===== src/rtl/reset_reg_v1_0.sv =====
`default_nettype none
// ============================================================================
// Module   : reset_reg_v1_0
// Brief    : AXI4-Lite slave with four 32-bit software registers. Bit 0 of
//            register 0 drives RESET_S, a software-controlled reset for
//            downstream PL logic. Registers 1..3 and the remaining bits of
//            register 0 are scratch read/write storage.
// Build    : define RESETREG_AUTOCLEAR_EN to make reg0[0] self-clear after a
//            16-cycle pulse; otherwise reg0[0] is level-held.
// Revision : 1.0 - initial release
// ============================================================================
module reset_reg_v1_0 #(
  parameter int C_S00_AXI_DATA_WIDTH = 32,
  parameter int C_S00_AXI_ADDR_WIDTH = 4
) (
  input  logic                              s00_axi_aclk,
  input  logic                              s00_axi_areset,
  output logic                              RESET_S,
  input  logic [C_S00_AXI_ADDR_WIDTH-1:0]   s00_axi_awaddr,
  input  logic [2:0]                        s00_axi_awprot,
  input  logic                              s00_axi_awvalid,
  output logic                              s00_axi_awready,
  input  logic [C_S00_AXI_DATA_WIDTH-1:0]   s00_axi_wdata,
  input  logic [C_S00_AXI_DATA_WIDTH/8-1:0] s00_axi_wstrb,
  input  logic                              s00_axi_wvalid,
  output logic                              s00_axi_wready,
  output logic [1:0]                        s00_axi_bresp,
  output logic                              s00_axi_bvalid,
  input  logic                              s00_axi_bready,
  input  logic [C_S00_AXI_ADDR_WIDTH-1:0]   s00_axi_araddr,
  input  logic [2:0]                        s00_axi_arprot,
  input  logic                              s00_axi_arvalid,
  output logic                              s00_axi_arready,
  output logic [C_S00_AXI_DATA_WIDTH-1:0]   s00_axi_rdata,
  output logic [1:0]                        s00_axi_rresp,
  output logic                              s00_axi_rvalid,
  input  logic                              s00_axi_rready
);

  localparam int C_NUM_REGS = 4;
  localparam int C_STRB_W   = C_S00_AXI_DATA_WIDTH / 8;

  logic                            awready_q, awready_d;
  logic                            wready_q,  wready_d;
  logic                            aw_en_q,   aw_en_d;
  logic [1:0]                      awidx_q,   awidx_d;
  logic                            bvalid_q,  bvalid_d;
  logic                            arready_q, arready_d;
  logic [1:0]                      aridx_q,   aridx_d;
  logic                            rvalid_q,  rvalid_d;
  logic [C_S00_AXI_DATA_WIDTH-1:0] rdata_q,   rdata_d;
  logic [C_S00_AXI_DATA_WIDTH-1:0] regs_q [C_NUM_REGS];
  logic [C_S00_AXI_DATA_WIDTH-1:0] regs_d [C_NUM_REGS];
`ifdef RESETREG_AUTOCLEAR_EN
  // Remaining pulse cycles after the current one while reg0[0] is set.
  logic [3:0]                      pulse_cnt_q, pulse_cnt_d;
`endif

  logic wr_fire;

  // Protection bits and undecoded address bits carry no meaning here.
  logic unused_inputs;
  assign unused_inputs = ^{s00_axi_awprot, s00_axi_arprot, s00_axi_awaddr, s00_axi_araddr};

  // A write lands on the beat after acceptance, when both handshakes complete.
  assign wr_fire = awready_q & s00_axi_awvalid & wready_q & s00_axi_wvalid;

  // Next-state logic for both AXI channels and the register bank.
  always_comb begin
    awready_d = 1'b0;
    wready_d  = 1'b0;
    aw_en_d   = aw_en_q;
    awidx_d   = awidx_q;
    bvalid_d  = bvalid_q;
    arready_d = 1'b0;
    aridx_d   = aridx_q;
    rvalid_d  = rvalid_q;
    rdata_d   = rdata_q;
    for (int r = 0; r < C_NUM_REGS; r++) begin
      regs_d[r] = regs_q[r];
    end
`ifdef RESETREG_AUTOCLEAR_EN
    pulse_cnt_d = pulse_cnt_q;
`endif

    // Accept address and data together; aw_en blocks new writes until the
    // previous response has been taken.
    if (!awready_q && s00_axi_awvalid && s00_axi_wvalid && aw_en_q) begin
      awready_d = 1'b1;
      wready_d  = 1'b1;
      aw_en_d   = 1'b0;
      awidx_d   = s00_axi_awaddr[3:2];
    end else if (bvalid_q && s00_axi_bready) begin
      aw_en_d   = 1'b1;
    end

    if (wr_fire) begin
      for (int b = 0; b < C_STRB_W; b++) begin
        if (s00_axi_wstrb[b]) begin
          regs_d[awidx_q][8*b +: 8] = s00_axi_wdata[8*b +: 8];
        end
      end
    end

    if (wr_fire && !bvalid_q) begin
      bvalid_d = 1'b1;
    end else if (bvalid_q && s00_axi_bready) begin
      bvalid_d = 1'b0;
    end

`ifdef RESETREG_AUTOCLEAR_EN
    // A write touching reg0 byte 0 (re)starts or cancels the pulse; otherwise
    // count down and drop bit 0 once the count is exhausted.
    if (wr_fire && (awidx_q == 2'd0) && s00_axi_wstrb[0]) begin
      pulse_cnt_d = s00_axi_wdata[0] ? 4'd15 : 4'd0;
    end else if (regs_q[0][0]) begin
      if (pulse_cnt_q == 4'd0) begin
        regs_d[0][0] = 1'b0;
      end else begin
        pulse_cnt_d = pulse_cnt_q - 4'd1;
      end
    end
`endif

    // Read address pulse, then data one beat later from the pre-edge registers.
    if (!arready_q && s00_axi_arvalid && !rvalid_q) begin
      arready_d = 1'b1;
      aridx_d   = s00_axi_araddr[3:2];
    end

    if (arready_q && s00_axi_arvalid && !rvalid_q) begin
      rvalid_d = 1'b1;
      rdata_d  = regs_q[aridx_q];
    end else if (rvalid_q && s00_axi_rready) begin
      rvalid_d = 1'b0;
    end
  end

  // State registers; reset aborts any transaction in flight.
  always_ff @(posedge s00_axi_aclk or posedge s00_axi_areset) begin
    if (s00_axi_areset) begin
      awready_q <= 1'b0;
      wready_q  <= 1'b0;
      aw_en_q   <= 1'b1;
      awidx_q   <= 2'd0;
      bvalid_q  <= 1'b0;
      arready_q <= 1'b0;
      aridx_q   <= 2'd0;
      rvalid_q  <= 1'b0;
      rdata_q   <= '0;
      for (int r = 0; r < C_NUM_REGS; r++) begin
        regs_q[r] <= '0;
      end
`ifdef RESETREG_AUTOCLEAR_EN
      pulse_cnt_q <= 4'd0;
`endif
    end else begin
      awready_q <= awready_d;
      wready_q  <= wready_d;
      aw_en_q   <= aw_en_d;
      awidx_q   <= awidx_d;
      bvalid_q  <= bvalid_d;
      arready_q <= arready_d;
      aridx_q   <= aridx_d;
      rvalid_q  <= rvalid_d;
      rdata_q   <= rdata_d;
      for (int r = 0; r < C_NUM_REGS; r++) begin
        regs_q[r] <= regs_d[r];
      end
`ifdef RESETREG_AUTOCLEAR_EN
      pulse_cnt_q <= pulse_cnt_d;
`endif
    end
  end

  assign RESET_S         = regs_q[0][0];
  assign s00_axi_awready = awready_q;
  assign s00_axi_wready  = wready_q;
  assign s00_axi_bvalid  = bvalid_q;
  assign s00_axi_bresp   = 2'b00;
  assign s00_axi_arready = arready_q;
  assign s00_axi_rvalid  = rvalid_q;
  assign s00_axi_rdata   = rdata_q;
  assign s00_axi_rresp   = 2'b00;

endmodule
`default_nettype wire


===== config.mk =====
export PLATFORM = sky130hd
export DESIGN_NAME = reset_reg_v1_0
export DESIGN_NICKNAME = d
export VERILOG_FILES = /design/src/rtl/reset_reg_v1_0.sv
export SDC_FILE = /design/constraint.sdc
export NUM_CORES = 1
export LEC_CHECK = 0
export BUFFER_PORTS_ARGS = -buffer_cell sky130_fd_sc_hd__buf_2
export CORE_ASPECT_RATIO = 0.7
export CORE_UTILIZATION = 52
export DETAILED_ROUTE_END_ITERATION = 16
export PLACE_DENSITY = 0.78
export SKIP_LAST_GASP = 1
export SLEW_MARGIN = 10
export SYNTH_ARGS = -nofsm -noshare
export SYNTH_HDL_FRONTEND = slang
export SYNTH_SLANG_ARGS = --single-unit

===== constraint.sdc =====
create_clock -name s00_axi_aclk -period 5.7 [get_ports s00_axi_aclk]
set_input_delay 1.14 -clock s00_axi_aclk [delete_from_list [all_inputs] [get_ports s00_axi_aclk]]
set_output_delay 1.14 -clock s00_axi_aclk [all_outputs]
set_load 0.005 [all_outputs]

# Word level (Yosys, flattened, before mapping)
# Cells that the tools add are included.
[classes] add_sub_neg=0 n_mul=0 div=0 magnitude_cmp=3 eq_ne=0 shifts=0 muxes=30 bitwise=5 reduce_logical=18
[ops] op="2-to-1 mux 128 bit" n=7
[ops] op="bitwise mux 128 bit" n=4
[ops] op="demux 32 bit (select 2 bit)" n=4
[ops] op="2-to-1 mux 32 bit" n=3
[ops] op="binary-select mux 32 bit (select 2 bit)" n=1
[ops] op="2-to-1 mux 24 bit" n=1
[ops] op="2-to-1 mux 16 bit" n=1
[ops] op="logical AND 1 bit" n=11
[ops] op="2-to-1 mux 1 bit" n=8
[ops] op="2-to-1 mux 8 bit" n=1
[ops] op=">= comparator 3 bit, second input constant" n=2
[ops] op="inverter 2 -> 3 bit" n=2
[ops] op="nonzero test 2 bit" n=3
[ops] op="logical NOT 1 bit" n=4
[ops] op="bitwise AND 1 bit" n=3
[ops] op="< comparator 3 x 1 -> 1 bit, second input constant" n=1
[totals] register_bits=169 latchBits=0 mem_bits_rw=0 mem_bits_ro=0 inputBits=57 out_inout_bits=42 wordCells=68 n_memories=0

# Depth between registers and ports, before layout
[depth] ltp_word=16 depth_mapped=4 mapped_depth_nobuf=4

# Worst setup path after synthesis
# No wires, ideal clock.
[synth_timing] path_kind="input port to flip-flop" from="in s00_axi_wvalid" to="reg regs_q[120] (netlist name)" t_arrival_ns=2.141 slack_ns=3.434 stages=3 n_path_buf=0 cell_sequence="nand4_1 nor3_2 mux2_2"
[synth_between] elab_chain_len=1
[synth_lines] element="start, declared" line_no="25" source="input logic s00_axi_wvalid,"
[synth_lines] element="bitwise AND 1 bit" line_no="66" source="assign wr_fire = awready_q & s00_axi_awvalid & wready_q & s00_axi_wvalid;"
[synth_lines] element="end signal, assigned by index" line_no="168" source="regs_q[r] <= regs_d[r];"
[synth_lines] element="end, declared" line_no="52" source="logic [C_S00_AXI_DATA_WIDTH-1:0] regs_q [C_NUM_REGS];"
# No other way between the ends.
# A chain may end at the register's enable or synchronous reset.

# Final worst setup path
[layout_timing] from="in s00_axi_wvalid" to="reg regs_q[122] (netlist name)"
# Same word-level chain as after synthesis.

==> metrics.md <==
| Metric | Value |
|---|---|
| Status | `complete, no violations` |
| Final hold vios | `0` |
| Cell area after layout | `8340 µm²` |
| Hold_buf cts | `0` |
| Worst-path clk slew | `0.06 ns` |
| Synthesized area | `7120 µm²` |
| Register Area | `4230 µm²` |
| Place WS | `2.91 ns` |
| Max-slew violations | `0` |
| Max IR drop VDD | `0.244 mV` |
| Leading area contributor after synthesis | `dfrtp_1` |
| Crit path DAT | `2.64 ns` |
| Worst Min Path Start | `s00_axi_rdata[3]` |
| Worst Skew | `0.00926 ns` |
| Row Count | `35` |
| Vias in the first global route | `4652` |
| Power Dens Cells | `316 nW/µm²` |
| Final Total Pwr | `2.64 mW` |
| Fin util | `62.9%` |
| Worst-Skew Late Latency | `0.42 ns` |
| Hold Path End | `s00_axi_rdata[3]` |
| DRC | `0` |
| GRT Util Overall | `23.0%` |
| R2R Path Start | `aridx_q[1]` |
| Period Utilization, post-route | `41.1%` |
| Clk sinks | `169` |
| TritonCTS clock tree | `done` |
| Initial antenna violation count | `3` |
| # resized after CTS | `0` |
| Finish-stage setup viols | `0` |
| Max transition margin | `31.1%` |
| Post-synth cell types | `23` |
| Area Growth Syn to Fin | `17.3%` |
| Sequential-to-total area share from yosys stat | `59.5%` |
| Largest net degree at the start of global routing | `170` |
| Final ANT Viol Nets | `0` |
| Post-Syn Instances | `497` |
| Crit end category | `flip-flop` |
| CTS root buf | `clkbuf_16` |
| Final Wtd Congestion | `0.743` |
| Multi-input gate area | `2760 µm²` |
| Leakage Power | `4.27 nW` |
| DRT iter0 DRCs | `219` |
| Crit path launch type | `input pin` |
| Worst hold path class | `reg2reg` |
| Largest fanout on the critical path | `8` |
| Drt wl/cell | `19.0 µm` |
| Worst Setup SP | `s00_axi_wvalid` |
| First-pass GRT wire length | `24.4 mm` |
| Maximum level of the CTS H-tree | `4` |
| Reg-to-reg critical path endpoint | `s00_axi_rdata[11]` |
| YS warnings | `0` |
| Final Net Count | `639` |
| Dpl cell area | `7710 µm²` |
| Clock buffer depth | `2` |
| Post-layout min period | `2.34 ns` |
| Max-Cap Viols | `0` |
| I/O Buffers | `84` |
| FF+latch count, synth | `169` |
| Max Freq | `427 MHz` |
| Top cells by area, synth | `dfrtp_1 59%, mux2_2 21%, mux2i_1 9.1%` |
| CP required | `6.00 ns` |
| Drt first pass iters | `4` |
| Share of cells above drive strength 1 | `44.7%` |
| Die Span X | `142 µm` |
| TritonCTS Buffers | `17` |
| Total negative slack | `0 ns` |
| DR vias/cell | `5.61` |
| Reg2Reg Depth | `3` |
| Die footprint | `14200 µm²` |
| Core Footprint | `13300 µm²` |
| Die Y | `99.9 µm` |
| Worst-Margin Slew | `1.03 ns` |
| Hold path cells | `2` |
| Post-detail-place hpwl | `9.20 mm` |
| # fillers | `1026` |
| Grt ovf | `0` |
| Final worst setup slack | `3.36 ns` |
| Flop2flop setup slack | `3.71 ns` |
| Via Count | `4396` |
| Wirelength, routed | `14.9 mm` |
| Area share of the largest cell type after synthesis | `59.1%` |
| Num ports | `99` |
| Syn avg cell area | `14.3 µm²` |
| Initial core utilization | `53.6%` |
| Worst Setup Path Type | `in2reg` |
| Setup Fix Bufs, Post-CTS | `0` |
| Unrepaired setup endpoints after global routing | `false` |
==> stage by stage <==
stage	cells	hold slack, ns
2_1_floorplan	500	0.479
3_3_place_gp	748	0.464
3_5_place_dp	748	0.469
4_1_cts	780	0.485
5_1_grt	781	0.508
6_report	783	0.484
==> layer usage <==
| metal | track usage (%) | part of all wire, % | wire length [µm] |
|---|---|---|---|
| met5 | 0 | 0 | 0 |
| met4 | 6.29 | 1.0 | 151 |
| met3 | 7.16 | 5.2 | 779 |
| met2 | 37.6 | 48 | 7120 |
| met1 | 29.9 | 46 | 6830 |
==> worst max path at each step <==
stage,slack [ns],cells past startpoint,endpoint
final,3.36,4,regs_q[122]
after global routing,3.27,4,regs_q[126]
after CTS,3.35,4,regs_q[121]
after detailed placement,2.91,4,regs_q[122]
after global placement,2.95,4,regs_q[120]
after floorplan,2.41,1,RESET_S
==> logic make-up (layout without fill, tap and decap cells) <==
family / after synthesis / count (layout) / synth area share, %
buffers and inverters: 29 / 124 / 1.95
AND/OR/NAND/NOR: 69 / 69 / 4.75
flip-flops: 169 / 169 / 59.5
multiplexers: 195 / 195 / 29.7
other: 1 / 7 / 0.0527
AO/OA/AOI/OAI: 34 / 34 / 4.08
==> state kept, by name, summed over array words and instances, names as in the netlist <==
| signal | cells |
|---|---|
| s00_axi_arready | 1 |
| RESET_S | 1 |
| awidx_q | 2 |
| s00_axi_bvalid | 1 |
| s00_axi_wready | 1 |
| aridx_q | 2 |
| aw_en_q | 1 |
| s00_axi_rdata | 32 |
| regs_q | 127 |
| s00_axi_rvalid | 1 |
==> cell usage after synthesis <==
| cell type | instances |
|---|---|
| mux2i_1 | 65 |
| conb_1 | 1 |
| buf_4 | 5 |
| buf_2 | 9 |
| clkbuf_1 | 12 |
| nand4b_1 | 1 |
| nand3b_1 | 2 |
| dfrtp_1 | 168 |
| nor3_2 | 1 |
| or3_1 | 3 |
| o221ai_1 | 32 |
| inv_1 | 3 |
| dfstp_2 | 1 |
| mux2_2 | 130 |
| nor2_2 | 12 |
| nand4_1 | 4 |
| nand3_1 | 2 |
| nand2b_1 | 2 |
| o21ai_0 | 1 |
| nor2b_1 | 2 |
| nor2_1 | 1 |
| a21oi_1 | 1 |
| nand2_1 | 39 |
==> power by group <==
part | leakage, nW | switching [mW] | internal, mW
clock | 0.314 | 0.456 | 0.756
combinational | 1.61 | 0.126 | 0.0778
sequential | 2.35 | 0.0127 | 1.21
total | 4.27 | 0.595 | 2.04
==> final cells by class <==
type	count	area share [%]
antenna	3	0.0900
clock buffer	20	5.47
clock inverter	12	2.05
inverter	3	0.180
multi-input combinational	302	33.0
sequential	169	50.7
tap	185	2.77
timing repair buffer	89	5.64
==> cells in the final DEF (no fill, tap or decap) <==
cell type and count:
a21oi_1 1, buf_12 1, buf_2 84, buf_4 4
bufinv_16 4, clkbuf_1 1, clkbuf_16 17, clkbuf_8 2
clkinv_2 5, clkinv_4 2, clkinvlp_4 1, conb_1 4
dfrtp_1 167, dfrtp_4 1, dfstp_2 1, diode_2 3
inv_1 2, inv_6 1, mux2_2 130, mux2i_1 65
nand2_1 39, nand2b_1 2, nand3_1 2, nand3b_1 2
nand4_1 4, nand4b_1 1, nor2_1 1, nor2_2 12
nor2b_1 2, nor3_2 1, o21ai_0 1, o221ai_1 32
or3_1 3
==> critical path: stages <==
cell     delay (ns)
buf_2          0.13
nand4_1        0.29
nor3_2         0.66
mux2_2         0.41
(Power assumes the default switching activity.)
